## src/rtl/bus_arbiter.sv

```systemverilog
`default_nettype none
// ============================================================================
//  Module      : bus_arbiter
//  Description : Two-master round-robin bus arbiter. Grants ownership of the
//                shared system bus to one master at a time, holds the grant
//                until the owner drops its request, and drives the master-mux
//                select used ahead of the address decoder.
//
//  Ports       : clk         - system clock, rising edge
//                rst         - synchronous reset, active-high
//                breq1/2     - bus requests from master 1 / master 2
//                bgrant1/2   - registered grants (never both high)
//                msel        - registered mux select, 0 = M1, 1 = M2
//                bus_busy    - registered, high while either grant is high
//                arb_timeout - registered one-cycle pulse on forced hand-over
//
//  Options     : define ARB_TIMEOUT_EN to enable forced hand-over after
//                TIMEOUT consecutive grant cycles when the other master is
//                waiting. Without it arb_timeout is constant 0.
//
//  Revision    : 1.0 - initial release
// ============================================================================
module bus_arbiter #(
    parameter int TIMEOUT   = 64,
    parameter int CNT_WIDTH = 8
) (
    input  logic clk,
    input  logic rst,
    input  logic breq1,
    input  logic breq2,
    output logic bgrant1,
    output logic bgrant2,
    output logic msel,
    output logic bus_busy,
    output logic arb_timeout
);

`ifdef ARB_TIMEOUT_EN
    localparam logic c_timeout_en = 1'b1;
`else
    localparam logic c_timeout_en = 1'b0;
`endif

    // Hold-counter value seen during the last permitted grant cycle.
    localparam logic [CNT_WIDTH-1:0] c_hold_limit = CNT_WIDTH'(TIMEOUT - 1);

    typedef enum logic [1:0] {
        S_IDLE = 2'd0,
        S_GNT1 = 2'd1,
        S_GNT2 = 2'd2
    } state_t;

    state_t                 r_state;
    state_t                 w_next_state;
    logic                   r_last_served;  // 0 = M1 served last, 1 = M2
    logic                   w_next_last;
    logic                   w_force;        // forced hand-over this edge
    logic                   w_hold_max;
    logic                   w_next_msel;
    logic [CNT_WIDTH-1:0]   r_hold_cnt;
    logic                   r_bgrant1;
    logic                   r_bgrant2;
    logic                   r_msel;
    logic                   r_bus_busy;
    logic                   r_arb_timeout;

    assign w_hold_max = (r_hold_cnt >= c_hold_limit);

    // ------------------------------------------------------------------------
    // Next-state logic
    // ------------------------------------------------------------------------
    always_comb begin
        w_next_state = r_state;
        w_next_last  = r_last_served;
        w_force      = 1'b0;

        case (r_state)
            S_IDLE: begin
                if (breq1 && breq2) begin
                    // Tie goes to whoever was not served last.
                    if (r_last_served) begin
                        w_next_state = S_GNT1;
                    end else begin
                        w_next_state = S_GNT2;
                    end
                end else if (breq1) begin
                    w_next_state = S_GNT1;
                end else if (breq2) begin
                    w_next_state = S_GNT2;
                end
            end

            S_GNT1: begin
                if (!breq1) begin
                    w_next_last = 1'b0;
                    if (breq2) begin
                        w_next_state = S_GNT2;
                    end else begin
                        w_next_state = S_IDLE;
                    end
                end else if (c_timeout_en && w_hold_max && breq2) begin
                    w_next_state = S_GNT2;
                    w_next_last  = 1'b0;
                    w_force      = 1'b1;
                end
            end

            S_GNT2: begin
                if (!breq2) begin
                    w_next_last = 1'b1;
                    if (breq1) begin
                        w_next_state = S_GNT1;
                    end else begin
                        w_next_state = S_IDLE;
                    end
                end else if (c_timeout_en && w_hold_max && breq1) begin
                    w_next_state = S_GNT1;
                    w_next_last  = 1'b1;
                    w_force      = 1'b1;
                end
            end

            default: begin
                w_next_state = S_IDLE;
            end
        endcase
    end

    // msel follows the granted master and holds through IDLE.
    always_comb begin
        w_next_msel = r_msel;
        case (w_next_state)
            S_GNT1:  w_next_msel = 1'b0;
            S_GNT2:  w_next_msel = 1'b1;
            default: w_next_msel = r_msel;
        endcase
    end

    // ------------------------------------------------------------------------
    // State, counter and output registers
    // ------------------------------------------------------------------------
    always_ff @(posedge clk) begin
        if (rst) begin
            r_state       <= S_IDLE;
            r_last_served <= 1'b1;
            r_hold_cnt    <= '0;
            r_bgrant1     <= 1'b0;
            r_bgrant2     <= 1'b0;
            r_msel        <= 1'b0;
            r_bus_busy    <= 1'b0;
            r_arb_timeout <= 1'b0;
        end else begin
            r_state       <= w_next_state;
            r_last_served <= w_next_last;
            r_bgrant1     <= (w_next_state == S_GNT1);
            r_bgrant2     <= (w_next_state == S_GNT2);
            r_msel        <= w_next_msel;
            r_bus_busy    <= (w_next_state != S_IDLE);
            r_arb_timeout <= w_force;

            // Counts completed cycles of the current grant; restarts on any
            // change of owner and saturates rather than wrapping.
            if (w_next_state != r_state) begin
                r_hold_cnt <= '0;
            end else if ((r_state != S_IDLE) && (r_hold_cnt != {CNT_WIDTH{1'b1}})) begin
                r_hold_cnt <= r_hold_cnt + 1'b1;
            end
        end
    end

    assign bgrant1     = r_bgrant1;
    assign bgrant2     = r_bgrant2;
    assign msel        = r_msel;
    assign bus_busy    = r_bus_busy;
    assign arb_timeout = r_arb_timeout;

endmodule
`default_nettype wire

```

## config.mk

```make
export PLATFORM = sky130hd
export DESIGN_NAME = bus_arbiter
export DESIGN_NICKNAME = d
export VERILOG_FILES = /design/src/rtl/bus_arbiter.sv
export SDC_FILE = /design/constraint.sdc
export NUM_CORES = 1
export LEC_CHECK = 0
export BUFFER_PORTS_ARGS = -buffer_cell sky130_fd_sc_hd__buf_2
export CAP_MARGIN = 0
export CORE_AREA = 3 3 40 42
export CTS_CLUSTER_SIZE = 12
export DETAILED_ROUTE_END_ITERATION = 16
export DIE_AREA = 0 0 43 45
export MAX_ROUTING_LAYER = met4
export PLACE_DENSITY = 0.49
export SLEW_MARGIN = 0
export SYNTH_ARGS = -nofsm -noshare
export SYNTH_HDL_FRONTEND = slang
export SYNTH_SLANG_ARGS = --single-unit
```

## constraint.sdc

```tcl
create_clock -name clk -period 1.4 [get_ports clk]
set_input_delay 0.21 -clock clk [delete_from_list [all_inputs] [get_ports clk]]
set_output_delay 0.21 -clock clk [all_outputs]
set_load 0.05 [all_outputs]
```

==> out/metrics.csv, run 1 <==
stage,metric,value,unit
layout,syn_to_final_growth,25.6,%
global_routing,track_usage,0.0655,
timing,fin_crit,1.28,ns
detailed_routing,met2_length,170,um
yosys,ys.flop_type,dfxtp_1,
detailed_routing,top_layer_used,met4,
clock_network,root_buffer,clkbuf_4,
yosys,yosysSeqAreaShare,0.448,
timing,finalMaxSlewViolations,0,
global_routing,grt_pass1_wl,772,um
floorplanning,initial_core_util,0.243,
layout,drive_above_1_share,0.318,
yosys,synthTopCellsByArea,"dfxtp_1 45%, ha_1 12%, nor2_1 7.2%",
yosys,syn_inst,33,
clock_network,cts_max_path_buffers,2,
yosys,yosysMostFrequentCell,dfxtp_1,
global_routing,grt_start_max_net_pins,9,
clock_network,cts.sinks,7,
clock_network,post_cts_buffers,0,
clock_network,path_clk_slew,0.05,ns
layout,fin_cells,59,
yosys,syn_area,313,um2
worst_setup_path,worstPathArrival,1.42,ns
placed_design,placed_cell_area,367,um2
timing,skew,0.000638,ns
power_and_ir_drop,power_density,1350,nW/um2
power_and_ir_drop,power_leakage,0.000197,uW
yosys,avgSynthCellArea,9.48,um2
yosys,synth-seq-cells,7,
detailed_routing,drtIter0Drc,3,
power_and_ir_drop,ir_drop,0.414,mV
placed_design,dp.cells,55,
timing,fmax,0.781,GHz
timing,min_period_over_period,0.915,
yosys,synth-edff-count,0,
run_status,status,"complete, no violations",
global_routing,grt_pass1_vias,179,
detailed_routing,dr.pass1.iters,2,
detailed_routing,route.detailed.drc,0,
worst_setup_path,crit_type,reg -> reg,
clock_network,tritoncts,yes,
yosys,synth_top_area_cell,dfxtp_1,
clock_network,cts_buffers,3,
detailed_routing,detail-route-antenna-nets,0,
placed_design,gp_congestion,0.708,
timing,setup_tns,0,ns
yosys,synth_top_area_frac,0.448,
timing,grt_setup_unrepaired,no,
floorplanning,fp.dieArea,1940,um2
detailed_routing,wl_met1,243,um
layout,antennaDiodeCount,0,
flow_run,maxCapViolCount,0,
detailed_routing,dr_wl_met3,56,um
yosys,synth-adder-area-share,0.120,
layout,final_area,393,um2
detailed_routing,vias,224,
yosys,synth_xor_area_frac,0,
worst_setup_path,cp-start-kind,flip-flop,
worst_setup_path,cp-end-kind,flip-flop,
clock_network,insertion_delay,0.25,ns
floorplanning,placementRows,13,
floorplanning,dieHeight,45,um
detailed_routing,vias_per_cell,3.80,
yosys,yosys.area_share.simple,0.208,
yosys,ys_async_sr_fraction,0,
placed_design,dp_hpwl,371,um
clock_network,holdBufCountCts,0,
layout,final_nets,52,
yosys,muxShareOfSynthArea,0.0320,
timing,hold_viol_final,0,
floorplanning,ios,9,
floorplanning,die_x,43,um
worst_setup_path,cp.required,1.54,ns
yosys,yosysWarningCount,0,
layout,fillers,134,
worst_setup_path,worst-path-max-fanout,4,
yosys,synth_top_family_by_area,simple AND/OR/NAND/NOR gates,
yosys,synth_compound_area_frac,0.120,
clock_network,cts.repair.resized,0,
detailed_routing,wl,490,um
yosys,syn_nets,40,
global_routing,grt-ovfl-total,0,
placed_design,portBuffers,7,
yosys,synth_cell_type_count,16,
timing,setup_viol,0,
power_and_ir_drop,power.total,529,uW
clock_network,h-tree-depth,1,
hold_path,hp-class,in -> reg,
timing,holdWs,0.217,ns
detailed_routing,wire_per_inst,8.31,um
floorplanning,core,1280,um2
worst_setup_path,reg2reg_slack,0.12,ns
yosys,yosys-top-cells-count,"7 x dfxtp_1, 6 x nor2_1, 3 x ha_1, 3 x inv_1, 3 x nor2b_1",
global_routing,antenna_found_initial,0,
## power by group
part	internal, uW	switching, uW
Combinational	42.8	77.3
Clock	109	72.7
Sequential	217	9.86
Total	369	160
## flip-flops by register name, indices dropped and copies added, names as in the netlist
signal,cells
r_state,2
bus_busy,1
bgrant1,1
bgrant2,1
msel,1
r_last_served,1
## cell families after synthesis
kind of cell | count (synthesis)
AND/OR/NAND/NOR | 12
AO/OA/AOI/OAI | 5
flip-flops | 7
other | 1
adder cells (fa/ha/maj) | 3
buffers and inverters | 4
multiplexers | 1
## per-layer routing
metal  GRT usage  up-vias
met2      0.0629        8
met1      0.0685       89
met3      0.0598        4
met5           -        -
li1            -      123
met4      0.0723        0
## cell usage in the layout (no fill, tap or decap), drive strengths merged
cell type,count
a21oi,2
buf,8
clkbuf,4
conb,1
dfxtp,7
ha,3
inv,3
mux2i,1
nand2b,1
nor2,6
nor2b,3
nor3,1
nor3b,1
o21ai,2
o21ba,1
## final cells by class
cell class	instances	area, um2	share of cell area
Tap cell	15	18.8	0.0478
Timing Repair Buffer	8	42.5	0.108
Sequential cell	7	140	0.357
Clock buffer	4	26.3	0.0669
Multi-Input combinational cell	22	154	0.392
Inverter	3	11.3	0.0287
## worst max-delay path, stage by stage, from the launching register on
cell and delay (ns):
dfxtp_1 0.36, o21ba_1 0.17, o21ai_2 0.18, ha_1 0.27, mux2i_1 0.14, nor2_1 0.05
## worst paths after layout
kind / start / to / cells after the start
max reg2reg: r_state[1] / msel / 5
min reg2reg: msel / msel / 2
min: rst / bus_busy / 2
max: r_state[1] / msel / 5
## through the flow
step / util / worst slack (ns)
3_5_place_dp: 0.285 / 0.110
2_1_floorplan: - / 0.184
4_1_cts: 0.306 / 0.103
6_report: 0.306 / 0.119
5_1_grt: 0.306 / 0.0369
3_3_place_gp: 0.285 / 0.125
(Power assumes the default switching activity.)
==> run 2: changes to the inputs <==
--- a/config.mk
+++ b/config.mk
@@ -7,12 +7,14 @@
 export LEC_CHECK = 0
 export BUFFER_PORTS_ARGS = -buffer_cell sky130_fd_sc_hd__buf_2
 export CAP_MARGIN = 0
+export CELL_PAD_IN_SITES_DETAIL_PLACEMENT = 2
+export CELL_PAD_IN_SITES_GLOBAL_PLACEMENT = 2
 export CORE_AREA = 3 3 40 42
 export CTS_CLUSTER_SIZE = 12
 export DETAILED_ROUTE_END_ITERATION = 16
 export DIE_AREA = 0 0 43 45
 export MAX_ROUTING_LAYER = met4
-export PLACE_DENSITY = 0.49
+export PLACE_DENSITY = 0.7
 export SLEW_MARGIN = 0
 export SYNTH_ARGS = -nofsm -noshare
 export SYNTH_HDL_FRONTEND = slang
==> out/metrics.csv, run 2 (synthesis results as in run 1) <==
stage,metric,value,unit,change
timing,holdWs,0.229,ns,+0.0113 ns
worst_setup_path,cp-startpoint,r_state[1],,
timing,worst_slack,0.0698,ns,-0.0491 ns
hold_path,worstHoldStart,rst,,
timing,fmax,0.752,GHz,-3.7%
detailed_routing,wire_per_inst,12.4,um,+49%
power_and_ir_drop,p_sw_frac,0.320,,+0.0173
floorplanning,core,1280,um2,unchanged
layout,antennaDiodeCount,0,,unchanged
global_routing,track_usage,0.0884,,+0.0229
placed_design,gp_congestion,0.642,,-9.2%
worst_setup_path,cp-start-kind,flip-flop,,
power_and_ir_drop,power_density,1370,nW/um2,+2.1%
worst_setup_path,regToRegStartpoint,r_state[1],,
clock_network,cts.sinks,7,,unchanged
detailed_routing,top_layer_used,met3,,
layout,largest_register,r_state,,
layout,syn_to_final_growth,26.4,%,
detailed_routing,vias_per_cell,4.31,,+13%
power_and_ir_drop,power_leakage,0.000197,uW,+0.15%
layout,drive_above_1_share,0.341,,+0.0227
clock_network,cts_buffers,3,,unchanged
clock_network,tritoncts,yes,,
detailed_routing,drtIter0Drc,0,,-3
worst_setup_path,reg2reg_depth,5,,unchanged
timing,fin_crit,1.33,ns,+0.0491 ns
placed_design,placed_cell_area,359,um2,-2.0%
global_routing,grt_start_max_net_pins,9,,unchanged
detailed_routing,vias,254,,+13%
worst_setup_path,worstPathArrival,1.47,ns,+0.05 ns
detailed_routing,wl_met1,313,um,+29%
clock_network,insertion_delay,0.25,ns,about the same
timing,finalMaxSlewViolations,0,,unchanged
power_and_ir_drop,power_frac_comb,0.232,,+0.005
placed_design,dp.cells,54,,-1.8%
power_and_ir_drop,seq_power_share,0.420,,-0.010
layout,fillers,154,,+15%
layout,largest_reg_flops,2,,unchanged
timing,setup_viol,0,,unchanged
hold_path,hp-class,in -> reg,,
floorplanning,placementRows,13,,unchanged
power_and_ir_drop,p_switching,174,uW,+8.6%
detailed_routing,dr.pass1.iters,1,,-1
floorplanning,initial_core_util,0.243,,unchanged
clock_network,h-tree-depth,1,,unchanged
timing,hold_viol_final,0,,unchanged
global_routing,antenna_found_initial,0,,unchanged
run_status,status,"complete, no violations",,
worst_setup_path,cp.required,1.54,ns,about the same
detailed_routing,detail-route-antenna-nets,0,,unchanged
hold_path,hold_path_depth,2,,unchanged
clock_network,root_buffer,clkbuf_4,,
floorplanning,die_x,43,um,unchanged
worst_setup_path,worst-path-max-fanout,4,,unchanged
global_routing,grt_pass1_wl,1.19,mm,+54%
global_routing,grt_pass1_vias,302,,+69%
floorplanning,ios,9,,unchanged
clock_network,cts_max_path_buffers,2,,unchanged
layout,final_nets,52,,unchanged
flow_run,maxCapViolCount,0,,unchanged
layout,final_core_util,0.308,,+0.00195
floorplanning,fp.dieArea,1940,um2,unchanged
worst_setup_path,cp-end-kind,flip-flop,,
power_and_ir_drop,ir_drop,0.484,mV,+17%
detailed_routing,dr_wl_met3,25,um,-55%
global_routing,grt-ovfl-total,0,,unchanged
worst_setup_path,crit_type,reg -> reg,,
floorplanning,dieHeight,45,um,unchanged
layout,fin_cells,59,,unchanged
detailed_routing,wl,732,um,+49%
timing,min_period_over_period,0.950,,+0.0350
power_and_ir_drop,p_int,369,uW,+0.16%
clock_network,path_clk_slew,0.06,ns,about the same
detailed_routing,route.detailed.drc,0,,unchanged
placed_design,place_ws,0.0328,ns,-0.0768 ns
timing,skew,0.000618,ns,-0.0000205 ns
placed_design,portBuffers,7,,unchanged
layout,final_area,395,um2,+0.64%
layout,final_cell_mix,"7 x dfxtp_1, 7 x buf_2, 5 x nor2_1",,
power_and_ir_drop,p_clk_frac,0.348,,+0.005
detailed_routing,met2_length,393,um,+130%
[run 2: changes by cell type in the layout (fill, tap and decap cells not counted)]
cell / before / now
nor2_2: 0 / 1
nor2_1: 6 / 5
[run 2: area by class of cell]
cell class / count / area, um2 / area share
Clock buffer: 4 / 26.3 / 0.0665
Inverter: 3 / 11.3 / 0.0285
Multi-Input combinational cell: 22 / 156 / 0.396
Sequential cell: 7 / 140 / 0.354
Tap cell: 15 / 18.8 / 0.0475
Timing Repair Buffer: 8 / 42.5 / 0.108
[run 2: layer usage]
metal | global-route usage | vias to the layer above
met5 | - | -
met4 | 0.0723 | 0
met3 | 0.0239 | 0
met2 | 0.162 | 5
met1 | 0.0749 | 125
li1 | - | 124
[run 2: power groups by stage]
stage | clock (uW) | combinational (uW) | sequential (uW)
finish | 189 | 126 | 228
global route | 205 | 138 | 231
CTS | 199 | 123 | 228
detailed placement | 0 | 123 | 233
global placement | 0 | 115 | 230
floorplan | 0 | 59.7 | 264
[run 2: what timing repair did]
item                                    in CTS  in global routing
buffers inserted                             0                  1
endpoints found under the setup margin       0                  1
hold buffers                                 0                  0
hold endpoints to repair                     0                  0
gates resized for setup                      0                  1
[run 2: final timing paths]
path | endpoint | slack (ns)
setup / recovery | msel | 0.07
hold / removal | bus_busy | 0.23
setup reg to reg | msel | 0.07
hold reg to reg | msel | 0.51
[run 2: through the flow]
stage	TNS [ns]	power, uW
after floorplan	0	323
after detailed placement	0	356
after global routing	-0.0206	574
final	0	543
after CTS	0	551
after global placement	0	345
[run 2: worst max-delay path, stage by stage (launching register included)]
cell,delay [ns]
dfxtp_1,0.34
nand2b_1,0.17
a21oi_2,0.22
ha_1,0.29
mux2i_1,0.15
nor2_1,0.05
